<file path="config.mk">
export PLATFORM = sky130hd
export DESIGN_NAME = seg_scan_driver
export DESIGN_NICKNAME = d
export VERILOG_FILES = /design/src/rtl/seg_pkg.sv /design/src/rtl/seg_dwell_timer.sv /design/src/rtl/seg_scan_driver.sv
export SDC_FILE = /design/constraint.sdc
export NUM_CORES = 1
export LEC_CHECK = 0
export CAP_MARGIN = 20
export CORE_MARGIN = 2
export CORE_UTILIZATION = 55
export DETAILED_ROUTE_END_ITERATION = 10
export PLACE_DENSITY = 0.78
export RECOVER_POWER = 50
export SYNTH_ARGS = -nofsm -noshare
export SYNTH_HDL_FRONTEND = slang
export SYNTH_HIERARCHICAL = 1
export SYNTH_SLANG_ARGS = --single-unit
</file>
<file path="constraint.sdc">
create_clock -name clk -period 3.06 [get_ports clk]
set_input_delay 0.306 -clock clk [delete_from_list [all_inputs] [get_ports clk]]
set_output_delay 0.306 -clock clk [all_outputs]
set_load 0.03 [all_outputs]
</file>
<file path="src/rtl/seg_pkg.sv">
`default_nettype none
// ============================================================================
// Module      : seg_pkg
// Description : Shared types and constants for the three-digit seven-segment
//               scan driver. Segment codes are active-low, bit6 = a ... bit0 = g.
// Revision    : 1.0  initial release
// ============================================================================
package seg_pkg;

    typedef logic [6:0] seg_t;

    // All segments off (active-low bus).
    localparam seg_t SEG_BLANK = 7'h7F;
    // Code for the digit "0": every segment lit except g.
    localparam seg_t SEG_ZERO  = 7'b0000001;

    typedef enum logic [1:0] {
        DIG_HUND = 2'd0,
        DIG_TEN  = 2'd1,
        DIG_ONE  = 2'd2
    } dig_idx_t;

    // One-cold digit enable for a slot: [2] = hundreds, [1] = tens, [0] = ones.
    function automatic logic [2:0] dig_enable(input dig_idx_t d);
        logic [2:0] v;
        v = 3'b111;
        case (d)
            DIG_HUND: v = 3'b011;
            DIG_TEN:  v = 3'b101;
            DIG_ONE:  v = 3'b110;
            default:  v = 3'b111;
        endcase
        return v;
    endfunction

endpackage
`default_nettype wire

</file>
<file path="src/rtl/seg_dwell_timer.sv">
`default_nettype none
// ============================================================================
// Module      : seg_dwell_timer
// Description : Slot timer for the scan driver. A cycle counter runs through
//               0..DWELL-1 per digit slot; the slot index steps
//               hundreds -> tens -> ones -> hundreds at the end of each slot.
// Ports       : clk, reset      - clock, synchronous active-high reset
//               slotActive      - high once the dead time of the slot is over
//               idx             - current digit slot
//               frameEdge       - high in the last cycle of the ones slot
// Revision    : 1.0  initial release
// ============================================================================
module seg_dwell_timer
    import seg_pkg::*;
#(
    parameter int DWELL = 50000,
    parameter int DEAD  = 1000
) (
    input  logic     clk,
    input  logic     reset,
    output logic     slotActive,
    output dig_idx_t idx,
    output logic     frameEdge
);

    localparam int              c_CW      = (DWELL > 1) ? $clog2(DWELL) : 1;
    localparam logic [c_CW-1:0] c_CNT_MAX = c_CW'(DWELL - 1);

    logic [c_CW-1:0] r_cnt;
    dig_idx_t        r_idx;
    logic            w_slot_end;

    assign w_slot_end = (r_cnt == c_CNT_MAX);

    always_ff @(posedge clk) begin
        if (reset) begin
            r_cnt <= '0;
            r_idx <= DIG_HUND;
        end else if (w_slot_end) begin
            r_cnt <= '0;
            r_idx <= (r_idx == DIG_ONE) ? DIG_HUND : dig_idx_t'(r_idx + 2'd1);
        end else begin
            r_cnt <= r_cnt + 1'b1;
        end
    end

    // With no dead time the comparison would be constant-true, so it is
    // elaborated away instead of left as an always-true compare.
    generate
        if (DEAD == 0) begin : g_no_dead
            assign slotActive = 1'b1;
        end else begin : g_dead
            assign slotActive = (r_cnt >= c_CW'(DEAD));
        end
    endgenerate

    assign idx       = r_idx;
    assign frameEdge = w_slot_end && (r_idx == DIG_ONE);

endmodule
`default_nettype wire

</file>
<file path="src/rtl/seg_scan_driver.sv">
`default_nettype none
// ============================================================================
// Module      : seg_scan_driver
// Description : Time-multiplexed three-digit seven-segment scan driver.
//               New codes are captured on load into a pending buffer and only
//               moved to the display buffer at a frame boundary, so a frame is
//               never a mix of old and new digits. Optional leading-zero
//               blanking; dead time at the start of each slot.
// Ports       : clk, reset            - clock, synchronous active-high reset
//               load                  - capture hundIn/tenIn/oneIn
//               hundIn, tenIn, oneIn  - active-low segment codes
//               blankEn               - leading-zero blanking enable (live)
//               segOut                - shared segment bus, active-low
//               digitEn               - digit enables, active-low, [2]=hund
//               frameDone             - one-cycle pulse after each frame
// Revision    : 1.0  initial release
// ============================================================================
module seg_scan_driver
    import seg_pkg::*;
#(
    parameter int DWELL = 50000,
    parameter int DEAD  = 1000
) (
    input  logic       clk,
    input  logic       reset,
    input  logic       load,
    input  logic [6:0] hundIn,
    input  logic [6:0] tenIn,
    input  logic [6:0] oneIn,
    input  logic       blankEn,
    output logic [6:0] segOut,
    output logic [2:0] digitEn,
    output logic       frameDone
);

    logic     w_slot_active;
    dig_idx_t w_idx;
    logic     w_frame_edge;

    seg_dwell_timer #(
        .DWELL (DWELL),
        .DEAD  (DEAD)
    ) u_timer (
        .clk        (clk),
        .reset      (reset),
        .slotActive (w_slot_active),
        .idx        (w_idx),
        .frameEdge  (w_frame_edge)
    );

    seg_t       r_pend_h, r_pend_t, r_pend_o;
    logic       r_pend_valid;
    seg_t       r_disp_h, r_disp_t, r_disp_o;
    seg_t       r_seg;
    logic [2:0] r_dig;
    logic       r_frame_done;

    // Tens is only a "leading" zero when hundreds is also blanked.
    logic w_blank_h;
    logic w_blank_t;
    seg_t w_seg_sel;

    assign w_blank_h = blankEn && (r_disp_h == SEG_ZERO);
    assign w_blank_t = w_blank_h && (r_disp_t == SEG_ZERO);

    always_comb begin
        w_seg_sel = SEG_BLANK;
        case (w_idx)
            DIG_HUND: w_seg_sel = w_blank_h ? SEG_BLANK : r_disp_h;
            DIG_TEN:  w_seg_sel = w_blank_t ? SEG_BLANK : r_disp_t;
            DIG_ONE:  w_seg_sel = r_disp_o;
            default:  w_seg_sel = SEG_BLANK;
        endcase
    end

    always_ff @(posedge clk) begin
        if (reset) begin
            r_pend_h     <= SEG_BLANK;
            r_pend_t     <= SEG_BLANK;
            r_pend_o     <= SEG_BLANK;
            r_pend_valid <= 1'b0;
            r_disp_h     <= SEG_BLANK;
            r_disp_t     <= SEG_BLANK;
            r_disp_o     <= SEG_BLANK;
            r_seg        <= SEG_BLANK;
            r_dig        <= 3'b111;
            r_frame_done <= 1'b0;
        end else begin
            r_frame_done <= w_frame_edge;

            if (w_frame_edge) begin
                // A load landing exactly on the boundary bypasses the pending
                // buffer and is shown in the very next frame.
                if (load) begin
                    r_disp_h <= hundIn;
                    r_disp_t <= tenIn;
                    r_disp_o <= oneIn;
                end else if (r_pend_valid) begin
                    r_disp_h <= r_pend_h;
                    r_disp_t <= r_pend_t;
                    r_disp_o <= r_pend_o;
                end
                r_pend_valid <= 1'b0;
            end else if (load) begin
                r_pend_h     <= hundIn;
                r_pend_t     <= tenIn;
                r_pend_o     <= oneIn;
                r_pend_valid <= 1'b1;
            end

            if (!w_slot_active) begin
                r_seg <= SEG_BLANK;
                r_dig <= 3'b111;
            end else begin
                r_seg <= w_seg_sel;
                r_dig <= dig_enable(w_idx);
            end
        end
    end

    assign segOut    = r_seg;
    assign digitEn   = r_dig;
    assign frameDone = r_frame_done;

endmodule
`default_nettype wire

</file>
==> metrics.cfg <==
[routing]
wl_met2_um = 2904
wire_per_inst_um = 15.08
post-route-drc-count = 0
wirelength_um = 6424
drt_pre_antenna_iters = 5
wl_met3_um = 313
drt_iter0_drc = 154
topRoutingLayerUsed = met4
ant_nets = 0
wl_met1_um = 3072
viasPerCell = 5.763
vias = 2455

[sta]
fmax_ghz = 0.3968
fin_ws_ns = 0.5398
worstMarginPinSlew_ns = 0.9366
slew_viol_final = 0
timing.final.crit_share_pct = 82.36
final-setup-viol-count = 0
relSlewSlack_pct = 37.56
hold_viol_final = 0
finalSetupTns_ns = 0
rsz0062_at_grt = false
finalCriticalPeriod_ns = 2.520
fin_worst_skew_ns = 0.006121

[power]
power_frac_clock_pct = 39.7
p_switching_mw = 0.4061
seqPwrFrac_pct = 53.3
internal_power_mw = 1.422
sw_frac_of_total_pct = 22.22
p_comb_share_pct = 7.0
ir_drop_v = 0.0002985
power.leakage_nw = 1.339
p_per_area_nw_per_um2 = 494.7

[floorplan]
start_util_pct = 57.19
die_w_um = 79.67
ios = 36
die_h_um = 79.67
dieArea_um2 = 6347
core_um2 = 5507
row_count = 27

[setup_path]
start_kind = flip-flop
required_ns = 3.28
crit_path_end_kind = flip-flop
crit_type = flip-flop to flip-flop
path_cells = ha_1 -> and3_1 -> nand3_1 -> nor4_1 -> and2b_1 -> buf_4 -> a211o_1
cp_max_fo = 42
path_buf_inv = 1
arrival_ns = 2.74
crit_slowest_cell = nor4_1
cp_top_family = simple AND/OR/NAND/NOR gates
slowest_delay_ns = 0.53

[clock_network]
cts-resized-gates = 0
cts_setup_buffers = 0
holdBufCountCts = 0
cts.htree.levels = 3
clk_pin_slew_worst_paths_ns = 0.07
cts_sinks = 72
clk_latency_ns = 0.33
cts-buffers-inserted = 9
cts_tree = done
clockRootBuffer = clkbuf_8
clock_path_buffers = 2

[logic_synthesis]
synthCells = 318
synth-xor-area-share_pct = 3.615
async_flop_share_pct = 0
synthSimpleGateAreaFrac_pct = 21.10
syn_area_per_cell_um2 = 9.903
synth-edff-count = 0
synth_ff_type = dfxtp_1
ys_seq_area_share_pct = 45.77
synth.area.mux_share_pct = 8.939
synth_compound_area_share_pct = 16.41
ys_types = 47
synthAdderAreaFrac_pct = 0.7946
synth_top_family_by_area = simple AND/OR/NAND/NOR gates
yosys_register_bits = 72
syn-cell-area_um2 = 3149
syn_nets = 345
yosys_warnings = 6

[layout]
drive_gt1_share_pct = 7.910
final_nets = 377
mostFrequentLayoutCell = dfxtp_1
n_antenna_cell = 0
final_cell_mix = dfxtp_1, nor2_1, a211o_1
n_fill_cell = 470
finish.utilization_pct = 67.10
fin_area_um2 = 3695
area_growth_pct = 17.32
stdcell_count = 426

[global_route]
grt_first_pass_wirelength_um = 10630
overflow = 0
grt_pass1_vias = 2329
grtUsageTotal_pct = 21.45
grt_max_degree = 53
antenna_found_initial = 0

[min_path]
hp-class = flip-flop to flip-flop

[placed_design]
gp_congestion = 0.8499
placedInstanceArea_um2 = 3531
portBuffers = 35
dp_cells = 411
place_ws_ns = 0.5909
hpwl_um = 4310

[status]
status = completed

[run]
maxCapViolCount = 0

power by group through the flow:
| stage | clock network, mW | registers, mW | logic, mW |
|---|---|---|---|
| floorplan | 0 | 0.992 | 0.0821 |
| global placement | 0 | 0.993 | 0.128 |
| detailed placement | 0 | 0.995 | 0.130 |
| CTS | 0.738 | 0.974 | 0.130 |
| global route | 0.775 | 0.976 | 0.142 |
| finish | 0.725 | 0.974 | 0.129 |
routing by layer:
metal	global-route usage (%)	up-vias
met4	9.138	0
met1	27.21	1173
met3	4.864	14
met5	0	-
met2	34.96	58
li1	-	1210
worst paths after layout:
| check | start | endpoint | slack [ns] | cells after the start |
|---|---|---|---|---|
| worst min register to register | r_disp_o[5] | r_disp_o[5] | 0.47 | 1 |
| worst max-delay path | u_timer/r_cnt[0] | r_pend_o[2] | 0.54 | 7 |
| worst min-delay path | r_disp_o[5] | r_disp_o[5] | 0.47 | 1 |
| worst max register to register | u_timer/r_cnt[0] | r_pend_o[2] | 0.54 | 7 |
kinds of logic after synthesis:
family                   count (synthesis)
AND/OR/NAND/NOR                        121
flip-flops                              72
AO/OA/AOI/OAI                           59
multiplexers                            28
buffers and inverters                   23
XOR/XNOR                                13
adder cells (fa/ha/maj)                  2
Yosys cell counts (2+ instances only):
library cell / instances / area [µm²]
a211o_1: 41 / 359.1
buf_2: 10 / 50.05
clkbuf_1: 7 / 26.28
dfxtp_1: 72 / 1441
ha_1: 2 / 25.02
inv_1: 5 / 18.77
mux2i_1: 27 / 270.3
nand2_1: 5 / 18.77
nand2b_1: 2 / 12.51
nand3_1: 7 / 35.03
nand3b_1: 2 / 15.01
nand4_1: 5 / 31.28
nor2_1: 45 / 168.9
nor2b_1: 24 / 150.1
nor3_1: 5 / 25.02
nor4_1: 7 / 43.79
o211ai_1: 2 / 15.01
o21a_1: 4 / 30.03
o21ai_0: 2 / 10.01
o311ai_0: 2 / 17.52
or3_1: 2 / 12.51
or4_1: 4 / 30.03
xnor2_1: 11 / 96.34
xor2_1: 2 / 17.52
final cells by class:
class | instances | area [µm²] | area share [%]
Multi-Input combinational cell | 223 | 1583 | 42.84
Sequential cell | 72 | 1441 | 39.01
Timing Repair Buffer | 39 | 375.4 | 10.16
Clock buffer | 11 | 141.4 | 3.827
Tap cell | 72 | 90.09 | 2.438
Clock inverter | 4 | 45.04 | 1.219
Inverter | 5 | 18.77 | 0.5080
flip-flops by register name, indices dropped and copies added, names as in the netlist:
register       count
r_pend_valid       1
r_disp_o           7
r_disp_t           7
segOut             7
u_timer/idx        2
r_pend_h           7
r_disp_h           7
r_pend_o           7
r_pend_t           7
u_timer/r_cnt     16
digitEn            3
frameDone          1
through the flow:
step / total power [mW] / hold WS [ns]
finish: 1.828 / 0.4674
detailed placement: 1.125 / 0.4525
global placement: 1.121 / 0.4451
floorplan: 1.074 / 0.3784
global route: 1.893 / 0.4865
CTS: 1.842 / 0.4704
Power figures use the tool's default switching activity.
